**src/rtl/adc_spi_responder.sv**
```systemverilog
// -----------------------------------------------------------------------------
// adc_spi_responder
//
// Emulates an 8-channel, 12-bit serial ADC on the far side of an SPI-style
// link. Each 16-SCLK frame returns 4 leading zeros followed by the 12-bit
// value of the channel addressed in the previous frame, MSB first. The
// address for the next frame is taken from DIN bits sampled on the rising
// edges where the edge counter reads 3, 4 and 5. The serial pins are
// oversampled on iCLK, which must run at least 8x the SCLK rate.
//
// Ports
//   iRST        async active-low reset
//   iCLK        system clock
//   iCS_n       chip select from master (async, active low)
//   iSCLK       serial clock from master (async, idles high)
//   iDIN        serial control word from master
//   iCH_DATA    channel values, ch n = iCH_DATA[12n+11:12n]
//   oDOUT       serial data, MSB first, 0 when idle
//   oDOUT_OE    pad output enable, high while a frame is active
//   oCH         address committed by the last complete frame
//   oFRAME_DONE one-cycle pulse per complete 16-bit frame
//   oERR        one-cycle pulse when CS is released mid-frame
//
// Build option
//   ADC_RESP_NOISE_EN  when defined, a 16-bit Fibonacci LFSR (taps
//                      16,14,13,11, seed 16'hACE1) perturbs bits 1:0 of every
//                      snapshotted sample; when undefined samples are exact.
// -----------------------------------------------------------------------------
module adc_spi_responder (
    input  logic        iRST,
    input  logic        iCLK,
    input  logic        iCS_n,
    input  logic        iSCLK,
    input  logic        iDIN,
    input  logic [95:0] iCH_DATA,
    output logic        oDOUT,
    output logic        oDOUT_OE,
    output logic [2:0]  oCH,
    output logic        oFRAME_DONE,
    output logic        oERR
);

    typedef enum logic {ST_IDLE, ST_ACTIVE} state_t;

    // Unpack the channel bus so a channel can be selected by address.
    logic [11:0] ch_arr [8];
    genvar gi;
    generate
        for (gi = 0; gi < 8; gi++) begin : g_ch
            assign ch_arr[gi] = iCH_DATA[12*gi +: 12];
        end
    endgenerate

    // 2-FF synchronizers plus one more stage for edge detection.
    // The CS chain resets low: if the master is mid-frame when reset is
    // released, no CS fall is seen, so the remainder of that frame is ignored
    // instead of being mistaken for a fresh (and then short) frame.
    logic [1:0] cs_sync_q;
    logic [1:0] sclk_sync_q;
    logic [1:0] din_sync_q;
    logic       cs_prev_q;
    logic       sclk_prev_q;

    always_ff @(posedge iCLK or negedge iRST) begin
        if (!iRST) begin
            cs_sync_q   <= 2'b00;
            cs_prev_q   <= 1'b0;
            sclk_sync_q <= 2'b11;
            sclk_prev_q <= 1'b1;
            din_sync_q  <= 2'b00;
        end else begin
            cs_sync_q   <= {cs_sync_q[0], iCS_n};
            cs_prev_q   <= cs_sync_q[1];
            sclk_sync_q <= {sclk_sync_q[0], iSCLK};
            sclk_prev_q <= sclk_sync_q[1];
            din_sync_q  <= {din_sync_q[0], iDIN};
        end
    end

    logic cs_fall, cs_rise, sclk_rise, sclk_fall, din_s;
    assign cs_fall   =  cs_prev_q   & ~cs_sync_q[1];
    assign cs_rise   = ~cs_prev_q   &  cs_sync_q[1];
    assign sclk_rise = ~sclk_prev_q &  sclk_sync_q[1];
    assign sclk_fall =  sclk_prev_q & ~sclk_sync_q[1];
    assign din_s     =  din_sync_q[1];

    state_t      state_q, state_d;
    logic [4:0]  cnt_q, cnt_d;
    logic [15:0] sr_q, sr_d;
    // Only the control bits that can still reach the address field need to
    // be kept; before the 16th rise ADD2..ADD0 sit in bits 11:9.
    logic [11:0] ctl_q, ctl_d;
    logic [2:0]  addr_q, addr_d;
    logic        dout_q, dout_d;
    logic        oe_q, oe_d;
    logic        done_q, done_d;
    logic        err_q, err_d;

    logic        frame_end;
    logic [2:0]  addr_new;
    logic [1:0]  noise;
    logic [11:0] sample_cur, sample_new;

    // CS edges win over a coincident SCLK edge, so frame_end excludes them.
    assign frame_end  = (state_q == ST_ACTIVE) & sclk_rise & (cnt_q == 5'd15)
                        & ~cs_fall & ~cs_rise;
    assign addr_new   = ctl_q[11:9];
    assign sample_cur = ch_arr[addr_q]   ^ {10'b0, noise};
    assign sample_new = ch_arr[addr_new] ^ {10'b0, noise};

`ifdef ADC_RESP_NOISE_EN
    logic [15:0] lfsr_q, lfsr_d;
    logic        snap_en;

    // Advance once per snapshot, after its LSBs have been applied.
    assign snap_en = cs_fall | frame_end;
    always_comb begin
        lfsr_d = lfsr_q;
        if (snap_en) begin
            lfsr_d = {lfsr_q[0] ^ lfsr_q[2] ^ lfsr_q[3] ^ lfsr_q[5], lfsr_q[15:1]};
        end
    end

    always_ff @(posedge iCLK or negedge iRST) begin
        if (!iRST) begin
            lfsr_q <= 16'hACE1;
        end else begin
            lfsr_q <= lfsr_d;
        end
    end

    assign noise = lfsr_q[1:0];
`else
    assign noise = 2'b00;
`endif

    always_comb begin
        state_d = state_q;
        cnt_d   = cnt_q;
        sr_d    = sr_q;
        ctl_d   = ctl_q;
        addr_d  = addr_q;
        oe_d    = oe_q;
        done_d  = 1'b0;
        err_d   = 1'b0;

        if (cs_fall) begin
            state_d = ST_ACTIVE;
            cnt_d   = 5'd0;
            ctl_d   = 12'd0;
            sr_d    = {4'b0, sample_cur};
            oe_d    = 1'b1;
        end else if (cs_rise) begin
            state_d = ST_IDLE;
            cnt_d   = 5'd0;
            oe_d    = 1'b0;
            // cnt of 0 means the last frame completed cleanly.
            if (state_q == ST_ACTIVE && cnt_q != 5'd0) begin
                err_d = 1'b1;
            end
        end else if (state_q == ST_ACTIVE) begin
            if (sclk_rise) begin
                ctl_d = {ctl_q[10:0], din_s};
                if (frame_end) begin
                    addr_d = addr_new;
                    cnt_d  = 5'd0;
                    done_d = 1'b1;
                    sr_d   = {4'b0, sample_new};
                end else begin
                    cnt_d = cnt_q + 5'd1;
                end
            end else if (sclk_fall && cnt_q != 5'd0) begin
                // The fall before the first rise keeps the leading zero.
                sr_d = {sr_q[14:0], 1'b0};
            end
        end

        dout_d = (state_d == ST_ACTIVE) ? sr_d[15] : 1'b0;
    end

    always_ff @(posedge iCLK or negedge iRST) begin
        if (!iRST) begin
            state_q <= ST_IDLE;
            cnt_q   <= 5'd0;
            sr_q    <= 16'd0;
            ctl_q   <= 12'd0;
            addr_q  <= 3'd0;
            dout_q  <= 1'b0;
            oe_q    <= 1'b0;
            done_q  <= 1'b0;
            err_q   <= 1'b0;
        end else begin
            state_q <= state_d;
            cnt_q   <= cnt_d;
            sr_q    <= sr_d;
            ctl_q   <= ctl_d;
            addr_q  <= addr_d;
            dout_q  <= dout_d;
            oe_q    <= oe_d;
            done_q  <= done_d;
            err_q   <= err_d;
        end
    end

    assign oDOUT       = dout_q;
    assign oDOUT_OE    = oe_q;
    assign oCH         = addr_q;
    assign oFRAME_DONE = done_q;
    assign oERR        = err_q;

endmodule
```
**config.mk**
```make
export PLATFORM = sky130hd
export DESIGN_NAME = adc_spi_responder
export DESIGN_NICKNAME = d
export VERILOG_FILES = /design/src/rtl/adc_spi_responder.sv
export SDC_FILE = /design/constraint.sdc
export NUM_CORES = 1
export LEC_CHECK = 0
export CORE_MARGIN = 2
export CORE_UTILIZATION = 52
export CTS_CLUSTER_DIAMETER = 60
export DETAILED_ROUTE_END_ITERATION = 16
export GPL_TIMING_DRIVEN = 0
export PLACE_DENSITY_LB_ADDON = 0.05
export SETUP_SLACK_MARGIN = 0.5
export SYNTH_ARGS = -nofsm -noshare
export SYNTH_HDL_FRONTEND = slang
export SYNTH_SLANG_ARGS = --single-unit
```
**constraint.sdc**
```tcl
create_clock -name iCLK -period 3.4 [get_ports iCLK]
set_clock_uncertainty 0.15 [all_clocks]
set_input_delay 0.68 -clock iCLK [delete_from_list [all_inputs] [get_ports iCLK]]
set_output_delay 0.68 -clock iCLK [all_outputs]
set_load 0.1 [all_outputs]
```
==> flow_summary.json <==
{
  "slew_headroom_pct": 34.5,
  "outcome": "finished clean",
  "setup.worst_path.class": "flop to primary output",
  "period_minus_slack_ns": 2.75,
  "nFillCells": 481,
  "synth_edf_count": 0,
  "min_period_over_period_pct": 80.8,
  "die_width_um": 87.1,
  "antenna_left": 0,
  "grt_start_max_net_pins": 38,
  "post_cts_resized": 0,
  "synth-async-reset-ratio_pct": 100,
  "grt_pass1_wl_um": 17000,
  "arrival_ns": 1.92,
  "via_per_inst": 6.49,
  "hold_ws_ns": 0.0883,
  "clkPwrFrac_pct": 31.7,
  "rows": 30,
  "crit_chain": "clkdlybuf4s50_1",
  "synth_ff_type": "dfrtp_1",
  "regArea_um2": 1230,
  "grt_remaining_overflow": 0,
  "p_switching_w": 0.000430,
  "tightest_slew_ns": 0.979,
  "ys_seq_area_share_pct": 34.3,
  "clockRootBuffer": "clkbuf_8",
  "cts.sinks": 49,
  "p_comb_share_pct": 25.0,
  "grt.total_usage_pct": 29.5,
  "clk_latency_ns": 0.31,
  "fp.dieArea_um2": 7580,
  "rsz0062_at_grt": "no",
  "dp_hpwl_um": 8340,
  "fp.dieH_um": 87.1,
  "fmax_mhz": 364,
  "multi_input_comb_area_um2": 2190,
  "ctsHtreeMaxLevel": 2,
  "grt_antenna_before_repair": 0,
  "gp_congestion": 0.945,
  "peakVddDrop_mv": 0.212,
  "critical_path_buf_inv_count": 1,
  "drive_gt1_share_pct": 13.5,
  "endpoint_kind": "primary output",
  "ys_types": 43,
  "max_cap_violations": 0,
  "setup-violations-final": 0,
  "path_delay_family": "buffers and inverters",
  "io_buffers": 107,
  "dr_total_vias": 3302,
  "ys_seq_elements": 49,
  "pwr-share-seq_pct": 43.2,
  "cts_hold_buf": 0,
  "cellPowerDensity_nw_per_um2": 322,
  "slew_viol_final": 0,
  "cts_made_buffers": 5,
  "cts_tree": "yes",
  "area_delta_synth_final_pct": 36.9,
  "critPathSlowestCell": "clkdlybuf4s50_1",
  "firstDrtPassIters": 5,
  "p_leak_nw": 1.84,
  "drtIter0Drc": 258,
  "first_global_vias": 3396,
  "postCtsSetupRepairBufs": 0,
  "pin_count": 108,
  "drc": 0,
  "synth_nets": 420,
  "ys_warn_count": 0,
  "wire_per_inst_um": 20.9,
  "synthCells": 313,
  "cpPeakStageDelay_ns": 1.17,
  "initial_core_util_pct": 53.4,
  "placed_cell_area_um2": 4780,
  "core_area_um2": 6720,
  "hp-class": "input pin to async pin",
  "final_nets": 535,
  "n_antenna_cell": 0,
  "syn_area_um2": 3590,
  "path_max_fanout": 6,
  "swShare_pct": 27.1,
  "final_area_um2": 4910,
  "clockBufferDepth": 2,
  "hold_violations": 0,
  "cp.required_ns": 2.57,
  "start_kind": "flop",
  "internal-power_w": 0.00115,
  "routed_wl_um": 10600,
  "syn_area_per_cell_um2": 11.5,
  "path_clk_slew_ns": 0.10,
  "final.setup.tns_ns": 0
}
layer usage:
| metal | up-vias | global-route usage [%] | wire length (um) |
|---|---|---|---|
| li1 | 1494 | - | - |
| met1 | 1629 | 42.7 | 4650 |
| met2 | 171 | 45.2 | 4990 |
| met3 | 8 | 6.54 | 930 |
| met4 | 0 | 7.24 | 79 |
| met5 | - | 0 | 0 |
logic make-up (layout without fill, tap and decap cells):
group | Yosys count | after routing | synth area share, %
AO/OA/AOI/OAI | 88 | 88 | 18.2
adder cells (fa/ha/maj) | 6 | 6 | 2.09
buffers and inverters | 38 | 154 | 4.60
flip-flops | 49 | 49 | 34.3
multiplexers | 79 | 79 | 31.6
AND/OR/NAND/NOR | 53 | 53 | 9.17
registers in the layout (all words and copies together), names as in the netlist:
signal and cells:
cs_sync_q 2, cnt_q 5, ctl_q 12, sr_q 16, cs_prev_q 1, din_sync_q 2, sclk_prev_q 1, sclk_sync_q 2
state_q 1, oFRAME_DONE 1, oDOUT_OE 1, oERR 1, oCH 3, oDOUT 1
cells in the mapped netlist, types with 4 or more instances:
| master | instances | area, um^2 |
|---|---|---|
| dfrtp_1 | 46 | 1150 |
| mux2i_1 | 46 | 460 |
| mux4_2 | 24 | 541 |
| a22oi_1 | 22 | 165 |
| clkbuf_1 | 18 | 67.6 |
| a22o_1 | 13 | 114 |
| and3_1 | 13 | 81.3 |
| a211oi_1 | 12 | 90.1 |
| nand3_1 | 12 | 60.1 |
| a221oi_1 | 11 | 96.3 |
| a31oi_1 | 11 | 68.8 |
| buf_2 | 9 | 45.0 |
| inv_1 | 9 | 33.8 |
| o21ai_0 | 7 | 35.0 |
| ha_1 | 6 | 75.1 |
| mux2_2 | 6 | 67.6 |
| nand2b_1 | 6 | 37.5 |
| nand2_1 | 5 | 18.8 |
| nor2b_1 | 4 | 25.0 |
final timing paths:
path | end | cells after the start | slack (ns) | start
max | oCH[0] | 1 | 0.65 | oCH[0]
min | sr_q[10] | 1 | 0.09 | iRST
max reg2reg | sr_q[9] | 8 | 0.75 | cnt_q[0]
min reg2reg | cs_sync_q[1] | 0 | 0.20 | cs_sync_q[0]
max in group asynchronous | sclk_sync_q[0] | 2 | 2.45 | iRST
min in group iCLK | cs_sync_q[1] | 0 | 0.20 | cs_sync_q[0]
power by group through the flow:
stage	Combinational, W	Clock, W	Sequential [W]
final	0.000396	0.000503	0.000685
after global routing	0.000433	0.000534	0.000693
after CTS	0.000395	0.000508	0.000685
after detailed placement	0.000393	0	0.000696
after global placement	0.000380	0	0.000694
after floorplan	0.000183	0	0.000702
area by class of cell:
| type | instances | area share, % |
|---|---|---|
| Multi-Input combinational cell | 226 | 44.7 |
| Sequential cell | 49 | 25.0 |
| Tap cell | 80 | 2.04 |
| Clock buffer | 5 | 1.40 |
| Inverter | 9 | 0.688 |
| Buffer | 29 | 2.67 |
| Clock inverter | 3 | 1.40 |
| Timing Repair Buffer | 108 | 22.1 |
layout by cell type (no fill, tap or decap), drive strengths merged, types with 4 or more instances in the layout:
master,n
buf,13
mux2,7
clkdlybuf4s50,106
nand2b,6
o21ai,8
a22o,13
a211oi,12
dfrtp,46
clkbuf,23
a31oi,11
nor2b,4
ha,6
mux4,26
mux2i,46
inv,10
nand2,5
a22oi,22
nand3,12
and3,13
a221oi,11
metrics by stage:
stage                     util, %  power [W]  std cells  worst slack, ns
final                        73.1    0.00158        509            0.653
after floorplan                 -   0.000885        313            0.651
after global placement       70.9    0.00107        500            0.130
after detailed placement     71.1    0.00109        501            0.752
after CTS                    73.1    0.00159        509            0.651
after global routing         73.1    0.00166        509            0.560
No activity file was read; power rests on OpenSTA's default activity.
